--- src/rtl/board_event_tracker.sv ---
// board_event_tracker: debounces 8x8 board frames, keeps the confirmed layout and
// streams per-square lift/place events over a valid/ready handshake.
module board_event_tracker #(
    parameter int STABLE_FRAMES = 3
) (
    input  logic        clk,
    input  logic        reset,
    input  logic        frame_valid,
    input  logic [63:0] frame_data,
    input  logic        resync,
    output logic        ev_valid,
    input  logic        ev_ready,
    output logic [5:0]  ev_square,
    output logic        ev_placed,
    output logic [63:0] stable_layout,
    output logic        init_done,
    output logic        stable
);
    localparam int CW = $clog2(STABLE_FRAMES + 1);
    localparam logic [CW-1:0] SF = CW'(STABLE_FRAMES);

    typedef enum logic [1:0] {INIT, IDLE, EMIT} state_t;

    state_t        state_q, state_d;
    logic [63:0]   cand_q, cand_d;
    logic [63:0]   diff_q, diff_d;
    logic [63:0]   pend_q, pend_d;
    logic [63:0]   layout_q, layout_d;
    logic [CW-1:0] cnt_q, cnt_d;
    logic          init_q, init_d;
    logic [5:0]    low_sq;
    logic          confirmed, accept, last;

    always_comb begin
        low_sq = '0;
        for (int i = 63; i >= 0; i--)
            if (diff_q[i]) low_sq = 6'(i);
    end

    assign confirmed     = cnt_q == SF;
    assign accept        = (state_q == EMIT) && ev_ready;
    assign last          = (diff_q & ~(64'd1 << low_sq)) == '0;
    assign ev_valid      = state_q == EMIT;
    assign ev_square     = ev_valid ? low_sq : '0;
    assign ev_placed     = ev_valid & pend_q[low_sq];
    assign stable_layout = layout_q;
    assign init_done     = init_q;
    assign stable        = (state_q == IDLE) && confirmed && (cand_q == layout_q);

    always_comb begin
        state_d  = state_q;
        cand_d   = cand_q;
        cnt_d    = cnt_q;
        diff_d   = diff_q;
        pend_d   = pend_q;
        layout_d = layout_q;
        init_d   = init_q;
        if (frame_valid) begin
            cand_d = frame_data;
            cnt_d  = (frame_data != cand_q) ? CW'(1) : confirmed ? cnt_q : cnt_q + CW'(1);
        end
        case (state_q)
            INIT: if (confirmed) begin
                layout_d = cand_q;
                init_d   = 1'b1;
                state_d  = IDLE;
            end
            IDLE: if (confirmed && cand_q != layout_q) begin
                diff_d  = cand_q ^ layout_q;
                pend_d  = cand_q;
                state_d = EMIT;
            end
            EMIT: if (accept) begin
                diff_d[low_sq]   = 1'b0;
                layout_d[low_sq] = pend_q[low_sq];
                state_d          = last ? IDLE : EMIT;
            end
            default: state_d = INIT;
        endcase
        // resync overrides everything, including a same-cycle accept
        if (resync) begin
            state_d  = INIT;
            cnt_d    = '0;
            diff_d   = '0;
            init_d   = 1'b0;
            layout_d = layout_q;
        end
    end

    always_ff @(posedge clk or posedge reset) begin
        if (reset) begin
            state_q  <= INIT;
            cand_q   <= '0;
            cnt_q    <= '0;
            diff_q   <= '0;
            pend_q   <= '0;
            layout_q <= '0;
            init_q   <= 1'b0;
        end else begin
            state_q  <= state_d;
            cand_q   <= cand_d;
            cnt_q    <= cnt_d;
            diff_q   <= diff_d;
            pend_q   <= pend_d;
            layout_q <= layout_d;
            init_q   <= init_d;
        end
    end
endmodule

--- config.mk ---
export PLATFORM = sky130hd
export DESIGN_NAME = board_event_tracker
export DESIGN_NICKNAME = d
export VERILOG_FILES = /design/src/rtl/board_event_tracker.sv
export SDC_FILE = /design/constraint.sdc
export NUM_CORES = 1
export LEC_CHECK = 0
export CAP_MARGIN = 10
export CORE_ASPECT_RATIO = 1.25
export CORE_UTILIZATION = 23
export CTS_BUF_LIST = sky130_fd_sc_hd__clkbuf_4 sky130_fd_sc_hd__clkbuf_8 sky130_fd_sc_hd__clkbuf_16
export DETAILED_ROUTE_END_ITERATION = 10
export MAX_ROUTING_LAYER = met4
export PLACE_DENSITY = 0.42
export SETUP_SLACK_MARGIN = 0.1
export SYNTH_ARGS = -nofsm -noshare
export SYNTH_HDL_FRONTEND = slang
export SYNTH_SLANG_ARGS = --single-unit
--- constraint.sdc ---
create_clock -name clk -period 8.15 [get_ports clk]
set_input_delay 1.2225 -clock clk [delete_from_list [all_inputs] [get_ports clk]]
set_output_delay 1.2225 -clock clk [all_outputs]
set_load 0.03 [all_outputs]
==> results.rst, run 1 <==
.. list-table::
   :header-rows: 1

   * - Metric
     - Value
   * - Initial antenna violation count
     - 1
   * - Type of destination of the critical path
     - output port
   * - Top cells by area, synth
     - sky130_fd_sc_hd__dfrtp_1 44%, sky130_fd_sc_hd__mux2_2 10%, sky130_fd_sc_hd__o21ai_0 7.9%
   * - Clock root buffer
     - sky130_fd_sc_hd__clkbuf_16
   * - Number of vias after detailed routing
     - 13.8k
   * - Delay of the slowest critical-path stage
     - just under 900 ps
   * - Area share of the largest cell type after synthesis
     - 0.438
   * - Met1 routing resource usage after global routing
     - 0.299
   * - Clock tree from TritonCTS
     - done
   * - Clock tree buffer depth
     - 3
   * - Startpoint class of the critical path
     - flop
   * - Area enclosed by the die boundary
     - around 0.066 sq mm
   * - Site row count
     - around 100
   * - Quantity of hold-fixing buffers added after cts
     - 0
   * - Fraction of layout cells with a size suffix above 1
     - 0.163
   * - Final Slew Violations
     - 0
   * - Initial Util
     - 0.232
   * - Setup Buffers After CTS
     - 0
   * - Final setup vio count
     - 0
   * - Worst Hold Class
     - reg2reg
   * - Area of the multi-input gates
     - roughly 0.008 sq mm
   * - Data arrival time of the critical path
     - a little over 6000 ps
   * - Synth unique cells
     - between 80 and 90
   * - Static Leakage
     - 0.00736 uW
   * - Peak ir drop on the vdd network
     - between 0.15 and 0.2 mV
   * - Mapped Nets
     - between 1.5k and 2k
   * - Initial drt markers
     - between 1k and 1.5k
   * - Setup TNS
     - 0 ps
   * - Number of nets still failing antenna checks after routing
     - 0
   * - Area of the mapped netlist
     - around 0.015 sq mm
   * - Maximum number of pins on one net before global-route repair
     - 144
   * - Relative slew slack
     - 0.171
   * - Number of fill cells in the layout
     - around 6.9k
   * - Global route overflow
     - 0
   * - Routed via count divided by cell count
     - 5.42
   * - Most congested layer reported by global routing
     - met2
   * - Crit Path Max Fanout
     - 13
   * - Routed Wire Length
     - about 80 mm
   * - Setup repair after global routing missed its margin
     - no
   * - Overall track demand over capacity in global routing
     - 0.246
   * - Buffers on Ports
     - between 100 and 150
   * - Critical path start-end classification
     - reg2out
   * - Post-layout net count
     - around 1.7k
   * - DRC Markers
     - 0
   * - Die width
     - between 200 and 250 um
   * - Utilization after layout
     - 0.287
   * - Hold Violations, Final
     - 0
   * - Top cell type by total area after synthesis
     - sky130_fd_sc_hd__dfrtp_1
   * - Clock tree sinks
     - 261
   * - Latest clock arrival within the worst-skew pair
     - approximately 600 ps
   * - Routed length per placed instance
     - ~31 um
   * - Library cell contributing the largest single delay on the critical path
     - sky130_fd_sc_hd__a21oi_2
   * - P&R area growth vs syn
     - 23.6%
   * - Post-route clock period utilization
     - 0.900
   * - Ports
     - between 100 and 150
   * - First-pass GRT wire length
     - around 110 mm
   * - Fmax achieved
     - around 140 MHz
   * - Seq cells post-synth
     - ~260
   * - Power density cells
     - ~170 mW/mm^2
   * - Tmin final
     - around 7300 ps
   * - Top FF cell, synth
     - sky130_fd_sc_hd__dfrtp_1
   * - HPWL after detailed placement
     - ~61 mm
   * - Top delay family on crit path
     - compound AO/OA/AOI/OAI gates
   * - Synth Instances
     - ~1.6k
   * - Worst Tran Pin Value
     - between 1000 and 1500 ps
   * - Synthesized area per cell
     - just under 10 sq um
   * - Count of flip-flops with a built-in enable after synthesis
     - 0
   * - Routability congestion estimate
     - between 0.9 and 1
   * - Met3 routing resource usage after global routing
     - 0.0235
   * - Worst-case clock skew
     - ~21 ps
   * - Async set-or-reset flop fraction in the synthesized netlist
     - 1.00
   * - Number of buffers and inverters on the critical path
     - 1
   * - Number of levels in the clock H-tree
     - 1
   * - Cells along the critical path
     - or3_1, a221o_1, a21oi_1, o221ai_2, a21oi_2, mux2_2, a311o_1, a32o_1, nor4_1, clkdlybuf4s50_1
   * - Core region area
     - ~0.064 sq mm
   * - Number of buffers created by CTS
     - 30
   * - Portion of the post-synthesis area used by sequential elements
     - 0.438
   * - Clock input transition at the sequential cells of the worst setup and hold paths
     - approximately 60 ps
   * - Combined flip-flop and latch cell area
     - 0.00653 sq mm
   * - Post-CTS Resized
     - 0
   * - # Max-Cap Violations
     - 0
   * - Critical path data required time
     - 6930 ps
   * - Number of warnings reported in the yosys synthesis log
     - 0
   * - Drt pass-1 iters
     - 5
   * - Vertical die dimension
     - between 200 and 300 um
   * - Met2 demand-to-capacity share in global routing
     - 0.420
   * - Via count of the first global-routing pass
     - around 14k
   * - Status
     - completed
-- placed cells by master (no fill, tap or decap), types with 6 or more instances in the layout --
cell	instances
sky130_fd_sc_hd__inv_1	13
sky130_fd_sc_hd__nor3_1	22
sky130_fd_sc_hd__nand3_1	26
sky130_fd_sc_hd__xor2_1	67
sky130_fd_sc_hd__clkdlybuf4s50_1	141
sky130_fd_sc_hd__clkbuf_16	31
sky130_fd_sc_hd__a31oi_1	7
sky130_fd_sc_hd__or4_1	9
sky130_fd_sc_hd__nand4_1	29
sky130_fd_sc_hd__clkbuf_4	8
sky130_fd_sc_hd__a21oi_1	43
sky130_fd_sc_hd__nor2b_1	11
sky130_fd_sc_hd__nor4_1	37
sky130_fd_sc_hd__o21bai_1	6
sky130_fd_sc_hd__nand2_1	60
sky130_fd_sc_hd__dfrtp_1	261
sky130_fd_sc_hd__a22oi_1	62
sky130_fd_sc_hd__xnor2_1	61
sky130_fd_sc_hd__o2111ai_1	7
sky130_fd_sc_hd__nor2_1	166
sky130_fd_sc_hd__o21ai_0	237
sky130_fd_sc_hd__buf_4	47
sky130_fd_sc_hd__clkbuf_8	7
sky130_fd_sc_hd__mux2i_1	14
sky130_fd_sc_hd__nand2_2	7
sky130_fd_sc_hd__or3_1	9
sky130_fd_sc_hd__mux2_2	132
sky130_fd_sc_hd__and3_1	6
sky130_fd_sc_hd__o31ai_1	46
-- layout make-up --
| type | instances | share of cell area |
|---|---|---|
| tap | 848 | 0.0575 |
| clock buffer | 46 | 0.0505 |
| timing repair buffer | 190 | 0.0970 |
| antenna | 3 | 0.000407 |
| sequential | 261 | 0.354 |
| multi-input combinational | 1175 | 0.430 |
| clock inverter | 9 | 0.00719 |
| inverter | 15 | 0.00326 |
-- layer usage --
metal,vias to the layer above,wire (um)
met5,-,0
met1,7235,33000
met3,105,3350
li1,5978,-
met4,0,3160
met2,490,40100
-- through the flow --
step | std cells | power (uW) | hold WS [ps] | setup slack (ps) | cell area (sq um)
final | 2547 | 3200 | 499 | 817 | 18400
after global routing | 2545 | 3290 | 520 | 780 | 18400
after CTS | 2544 | 3220 | 504 | 812 | 18400
after detailed placement | 2489 | 1730 | 492 | 1470 | 17400
after global placement | 2489 | 1730 | 484 | 1570 | 17400
after floorplan | 1551 | 1520 | 467 | 3390 | 14900
-- state kept, by name (all words and copies together), names as in the netlist --
| signal | flops |
|---|---|
| cand_q | 64 |
| cnt_q | 2 |
| diff_q | 64 |
| init_done | 1 |
| pend_q | 64 |
| stable_layout | 64 |
| state_q | 2 |
-- tightest hold or removal path: cells and delay by family, from the launching register on --
family        cells  cell delay [ps]
flops             1              340
simple gates      2              120
-- Yosys cell counts (3+ instances only) --
| cell | count |
|---|---|
| sky130_fd_sc_hd__nand3_1 | 26 |
| sky130_fd_sc_hd__a22oi_1 | 62 |
| sky130_fd_sc_hd__buf_1 | 12 |
| sky130_fd_sc_hd__buf_2 | 8 |
| sky130_fd_sc_hd__o21a_1 | 5 |
| sky130_fd_sc_hd__a311oi_1 | 3 |
| sky130_fd_sc_hd__nand2b_1 | 6 |
| sky130_fd_sc_hd__buf_4 | 7 |
| sky130_fd_sc_hd__nor4_1 | 38 |
| sky130_fd_sc_hd__inv_1 | 14 |
| sky130_fd_sc_hd__nand4_1 | 29 |
| sky130_fd_sc_hd__a21o_1 | 3 |
| sky130_fd_sc_hd__a221oi_1 | 5 |
| sky130_fd_sc_hd__a211oi_1 | 4 |
| sky130_fd_sc_hd__a21boi_0 | 4 |
| sky130_fd_sc_hd__or4_1 | 9 |
| sky130_fd_sc_hd__a2111oi_0 | 3 |
| sky130_fd_sc_hd__or3_1 | 9 |
| sky130_fd_sc_hd__nor2_1 | 166 |
| sky130_fd_sc_hd__dfrtp_1 | 261 |
| sky130_fd_sc_hd__nor3b_1 | 3 |
| sky130_fd_sc_hd__nor3_1 | 24 |
| sky130_fd_sc_hd__o22ai_1 | 5 |
| sky130_fd_sc_hd__o2111ai_1 | 7 |
| sky130_fd_sc_hd__o21ai_0 | 237 |
| sky130_fd_sc_hd__o211ai_1 | 3 |
| sky130_fd_sc_hd__nand2_1 | 62 |
| sky130_fd_sc_hd__a22o_1 | 5 |
| sky130_fd_sc_hd__nor4_2 | 3 |
| sky130_fd_sc_hd__nor2b_1 | 11 |
| sky130_fd_sc_hd__o21bai_1 | 6 |
| sky130_fd_sc_hd__clkbuf_1 | 69 |
| sky130_fd_sc_hd__a21oi_1 | 43 |
| sky130_fd_sc_hd__and2_1 | 4 |
| sky130_fd_sc_hd__nand2_2 | 5 |
| sky130_fd_sc_hd__o31ai_1 | 47 |
| sky130_fd_sc_hd__xnor2_1 | 61 |
| sky130_fd_sc_hd__mux2i_1 | 14 |
| sky130_fd_sc_hd__mux2_2 | 132 |
| sky130_fd_sc_hd__and3_1 | 6 |
| sky130_fd_sc_hd__buf_6 | 4 |
| sky130_fd_sc_hd__a221o_1 | 5 |
| sky130_fd_sc_hd__xor2_1 | 67 |
| sky130_fd_sc_hd__a211o_1 | 3 |
| sky130_fd_sc_hd__a31oi_1 | 7 |
-- logic make-up after synthesis --
kind of cell	after synthesis	synth area share
xor+xnor	128	0.0751
flops	261	0.438
fa+ha+maj	1	0.000838
mux	147	0.110
simple gates	421	0.142
compound gates	478	0.201
buf+inv	115	0.0334
-- worst paths after layout --
| path | from | endpoint | slack, ps | cells after the start |
|---|---|---|---|---|
| worst max-delay path | diff_q[50] | ev_placed | 820 | 10 |
| worst min-delay path | init_done | init_done | 500 | 2 |
| worst max register to register | diff_q[23] | state_q[1] | 2370 | 12 |
| worst min register to register | init_done | init_done | 500 | 2 |
| max in group asynchronous | reset | cand_q[47] | 5500 | 4 |
| min in group asynchronous | reset | state_q[1] | 930 | 2 |
-- power by group --
part	switching [uW]	leakage (uW)	internal [uW]	total (uW)
logic	189	0.00333	117	305
clock network	606	0.000528	881	1490
registers	78.4	0.00350	1330	1410
total	873	0.00736	2320	3200
No activity file was read; power rests on OpenSTA's default activity.
==> run 2: changes to the inputs <==
- SLEW_MARGIN: not set -> 10
==> results of run 2 <==
Final layout, timing and power as in run 1 (identical DEF).
